## config.mk

```make
export PLATFORM = sky130hd
export DESIGN_NAME = prog_loader
export DESIGN_NICKNAME = d
export VERILOG_FILES = /design/src/rtl/prog_loader.sv
export SDC_FILE = /design/constraint.sdc
export NUM_CORES = 1
export LEC_CHECK = 0
export BUFFER_PORTS_ARGS = -buffer_cell sky130_fd_sc_hd__buf_4
export CAP_MARGIN = 25
export CORE_UTILIZATION = 40
export DETAILED_ROUTE_END_ITERATION = 10
export GPL_ROUTABILITY_DRIVEN = 0
export PLACE_DENSITY = 0.67
export SLEW_MARGIN = 20
export SYNTH_ARGS = -nofsm -noshare
export SYNTH_HDL_FRONTEND = slang
export SYNTH_SLANG_ARGS = --single-unit
```

## constraint.sdc

```tcl
create_clock -name clk -period 2.33 [get_ports clk]
set_input_delay 0.3495 -clock clk [delete_from_list [all_inputs] [get_ports clk]]
set_output_delay 0.3495 -clock clk [all_outputs]
set_load 0.01 [all_outputs]
```

## src/rtl/prog_loader.sv

```systemverilog
// Boot-time program loader: parses a BASE/LEN/PAYLOAD/CSUM byte stream, writes little-endian
// 32-bit words to memory and releases the core reset once the checksum matches.
module prog_loader #(
   parameter int unsigned ADDR_W = 16
) (
   input  logic              clk,
   input  logic              rst_n,
   input  logic              in_valid,
   input  logic [7:0]        in_data,
   output logic              in_ready,
   output logic              mem_we,
   output logic [ADDR_W-1:0] mem_addr,
   output logic [31:0]       mem_wdata,
   output logic              core_rst_n,
   output logic              done,
   output logic              err
);

   typedef enum logic [2:0] {SBase, SLen, SData, SCsum, SDone, SErr} state_e;

   state_e              state_q, state_d;
   logic [1:0]          cnt_q, cnt_d;
   logic [23:0]         word_q, word_d;
   logic [ADDR_W-1:0]   addr_q, addr_d;
   logic [31:0]         len_q, len_d;
   logic [7:0]          xor_q, xor_d;
   logic                in_ready_q, in_ready_d;
   logic                mem_we_q, mem_we_d;
   logic [ADDR_W-1:0]   mem_addr_q, mem_addr_d;
   logic [31:0]         mem_wdata_q, mem_wdata_d;
   logic                done_q, done_d;
   logic                err_q, err_d;

   logic        accept;
   logic        last_byte;
   logic [31:0] full;

   assign accept    = in_valid && in_ready_q;
   assign last_byte = (cnt_q == 2'd3);
   // Bytes arrive LSB first, so the newest byte lands on top of the three held ones.
   assign full      = {in_data, word_q};

   always_comb begin
      state_d     = state_q;
      cnt_d       = cnt_q;
      word_d      = word_q;
      addr_d      = addr_q;
      len_d       = len_q;
      xor_d       = xor_q;
      mem_we_d    = 1'b0;
      mem_addr_d  = mem_addr_q;
      mem_wdata_d = mem_wdata_q;

      if (accept) begin
         cnt_d  = cnt_q + 2'd1;
         word_d = full[31:8];
         unique case (state_q)
            SBase: begin
               if (last_byte) begin
                  addr_d  = full[ADDR_W-1:0];
                  state_d = (full[1:0] != 2'd0) ? SErr : SLen;
               end
            end
            SLen: begin
               if (last_byte) begin
                  len_d   = full;
                  state_d = (full == 32'd0) ? SCsum : SData;
               end
            end
            SData: begin
               xor_d = xor_q ^ in_data;
               if (last_byte) begin
                  mem_we_d    = 1'b1;
                  mem_addr_d  = addr_q;
                  mem_wdata_d = full;
                  addr_d      = addr_q + ADDR_W'(4);
                  len_d       = len_q - 32'd1;
                  if (len_q == 32'd1) begin
                     state_d = SCsum;
                  end
               end
            end
            SCsum: begin
               cnt_d   = 2'd0;
               state_d = (in_data == xor_q) ? SDone : SErr;
            end
            default: ;
         endcase
      end

      in_ready_d = (state_d != SDone) && (state_d != SErr);
      done_d     = (state_d == SDone);
      err_d      = (state_d == SErr);
   end

   always_ff @(posedge clk or negedge rst_n) begin
      if (!rst_n) begin
         state_q     <= SBase;
         cnt_q       <= 2'd0;
         word_q      <= 24'd0;
         addr_q      <= '0;
         len_q       <= 32'd0;
         xor_q       <= 8'd0;
         in_ready_q  <= 1'b0;
         mem_we_q    <= 1'b0;
         mem_addr_q  <= '0;
         mem_wdata_q <= 32'd0;
         done_q      <= 1'b0;
         err_q       <= 1'b0;
      end else begin
         state_q     <= state_d;
         cnt_q       <= cnt_d;
         word_q      <= word_d;
         addr_q      <= addr_d;
         len_q       <= len_d;
         xor_q       <= xor_d;
         in_ready_q  <= in_ready_d;
         mem_we_q    <= mem_we_d;
         mem_addr_q  <= mem_addr_d;
         mem_wdata_q <= mem_wdata_d;
         done_q      <= done_d;
         err_q       <= err_d;
      end
   end

   assign in_ready   = in_ready_q;
   assign mem_we     = mem_we_q;
   assign mem_addr   = mem_addr_q;
   assign mem_wdata  = mem_wdata_q;
   assign core_rst_n = done_q;
   assign done       = done_q;
   assign err        = err_q;

endmodule

```

==> flow_summary.yaml <==
setup_path:
  ff2ff_path_depth: 5
  critical_path_class: "reg2reg"
  r2r_slack_ns: 0.13
  r2r_end: "len_q[29]"
  worstPathRequired_ns: 2.64
  reg2reg_from: "len_q[22]"
  cpLargestDelayFamily: "simple AND/OR/NAND/NOR gates"
  slowest_delay_ns: 0.64
  path_cells: "or4_1 > nor3_1 > nand3_1 > o32ai_1 > nor2_1"
  path_max_fanout: 5
  crit_path_end_kind: "flip-flop"
  crit_arrival_ns: 2.51
  cpMaxStageDelayCell: "or4_1"
  cp-start-kind: "flip-flop"
  path_buf_inv: 0
timing:
  fin_crit_ns: 2.20
  holdWs_ns: 0.204
  setup_viol: 0
  period_share_pct: 94.5
  hold_violations: 0
  slew_viol_final: 0
  tightest_slew_ns: 0.692
  slew_headroom_pct: 53.9
  fmax_mhz: 454
  worst_clock_skew_ns: 0.00458
yosys:
  synth_top_family_by_area: "simple AND/OR/NAND/NOR gates"
  async_reset_ff_share_pct: 100
  synth_top_area_cell: "dfrtp_1"
  synth_cells: 701
  synthAdderAreaFrac_pct: 0.766
  ys_top_cells_by_area: "dfrtp_1, nand2_1, mux2_2"
  synth.area.mux_share_pct: 4.48
  synth_top_cell_area_share_pct: 52.5
  yosys_register_bits: 137
  syn_nets: 716
  synth_cell_types: 61
  synth-simple-area-share_pct: 22.1
  yosysWarnings: 0
  synth-compound-area-share_pct: 14.7
  synth-edff-count: 0
  synth.avg_cell_area_um2: 9.32
  yosys.area_share.xor_xnor_pct: 2.28
  synth.yosys.seq_area_share_pct: 52.5
  synth-main-ff-cell: "dfrtp_1"
  syn-cell-area_um2: 6530
hold_path:
  min_to: "mem_wdata[26]"
  hold_depth: 3
  hp-class: "in2reg"
  hold_start: "in_data[2]"
die:
  die_area_um2: 16800
  rows: 46
  initial_utilization_pct: 41.0
  io_pins: 64
  coreArea_um2: 15900
  die_w_um: 130
  chipHeight_um: 130
clock_network:
  post-cts-setup-buffers: 0
  path_clk_slew_ns: 0.06
  htree_num_levels: 4
  clock-sinks: 137
  root_buffer: "clkbuf_16"
  clock_tree.buffer_depth: 2
  cts_tree: "yes"
  cts-buffers-inserted: 17
  clock_latency_ns: 0.43
global_route:
  grt_max_degree: 75
  grt_pass1_wl_mm: 27.4
  gr-usage-all-layers_pct: 21.6
  antenna_found_initial: 0
  grt_overflow: 0
  grt_pass1_vias: 5136
detailed_routing:
  first_pass_iters: 6
  via_per_inst: 5.45
  ant_nets: 0
  wirelength_mm: 16.9
  drt_iter0_markers: 426
  num_vias: 5442
  drc: 0
  routedWlPerCell_um: 17.0
finish:
  synthToLayoutAreaGrowth_pct: 23.0
  antenna_cells: 0
  drive_gt1_share_pct: 20.5
  layout.nets: 784
  final_common_cell: "nand2_1"
  layout_common_cells: "nand2_1, dfrtp_1, buf_4"
run_status:
  status: "finished clean"
power_and_ir_drop:
  power_uw: 10300
  leakagePower_uw: 0.00373
  p_per_area_nw_per_um2: 1280
  irDropWorstVdd_mv: 0.706
place:
  port-buffer-count: 63
  hpwl_mm: 11.1
run:
  maxCapViolations: 0
## metrics by stage
stage / utilization, % / TNS (ns) / cells / cell area [um2] / setup slack, ns
after floorplan: - / 0 / 701 / 6530 / 0.286
after global placement: 46.3 / 0 / 965 / 7390 / 0.172
after detailed placement: 46.3 / 0 / 965 / 7390 / 0.156
after CTS: 50.4 / 0 / 998 / 8030 / 0.140
after global routing: 50.4 / -0.0444 / 998 / 8040 / -0.0444
final: 50.4 / 0 / 998 / 8040 / 0.128
## cells by family (layout without fill, tap and decap cells)
group,after synthesis,count (layout)
AO/OA/AOI/OAI,149,149
XOR/XNOR,17,17
flip-flops,137,137
adder cells (fa/ha/maj),4,4
buffers and inverters,52,133
AND/OR/NAND/NOR,316,316
multiplexers,26,26
## timing repair
item | in CTS | in global routing
setup endpoints to repair | 0 | 2
resized for setup | 0 | 1
hold endpoints to repair | 71 | 0
hold buffers | 1 | 0
## power breakdown
part           switching (uW)  total (uW)  internal, uW
Clock                    1040        2860          1830
Combinational            1420        2910          1490
Sequential               1180        4520          3340
## state kept, by name (all words and copies together), names as in the netlist
signal	flops
cnt_q	2
in_ready	1
addr_q	16
len_q	32
mem_addr	16
mem_wdata	32
state_q	3
word_q	24
core_rst_n	1
mem_we	1
xor_q	8
err	1
## layer usage
layer,global-route usage [%],up-vias,routed length (um)
met5,0,-,0
met4,8.55,0,367
met3,4.67,29,903
met2,32.7,184,7660
met1,30.1,2610,7990
li1,-,2619,-
## worst max path at each step
stage / from / depth (start not counted) / slack [ns] / endpoint
5_1_grt: len_q[20] / 5 / -0.04 / len_q[29]
6_report: len_q[22] / 5 / 0.13 / len_q[29]
3_5_place_dp: len_q[20] / 5 / 0.16 / len_q[30]
2_1_floorplan: len_q[14] / 6 / 0.29 / len_q[26]
3_3_place_gp: len_q[20] / 5 / 0.17 / len_q[30]
4_1_cts: len_q[20] / 5 / 0.14 / len_q[30]
## synthesized netlist by cell type, types with 2 or more instances
library cell,instances
a211oi_1,2
a21oi_1,40
a22o_1,2
a22oi_1,5
a2bb2oi_1,8
a31o_2,2
a31oi_1,6
and3_1,8
and3b_1,2
buf_2,7
clkbuf_1,33
dfrtp_1,137
ha_1,4
inv_1,10
mux2_2,26
nand2_1,186
nand2b_1,2
nand3_1,17
nand4_1,12
nor2_1,39
nor3_1,11
nor3b_1,2
nor4_1,15
nor4b_1,2
o211a_1,2
o211ai_1,9
o21ai_0,33
o22a_1,5
o22ai_1,11
o2bb2ai_1,2
o311ai_0,3
o311ai_1,2
o31a_1,2
o31ai_1,3
o32ai_1,5
or2_2,2
or3_1,4
or4_1,2
xnor2_1,8
xor2_1,9
## layout make-up
cell class / instances / area (um2)
sequential: 137 / 3430
multi-input combinational: 512 / 2920
tap: 216 / 270
clock inverter: 10 / 139
inverter: 10 / 37.5
fill: 1452 / 7910
timing repair buffer: 91 / 752
clock buffer: 22 / 494
## tightest hold or removal path: stages
cell     delay, ns
buf_4         0.14
nand2_1       0.06
nand2_1       0.05
No activity file was read; power rests on OpenSTA's default activity.
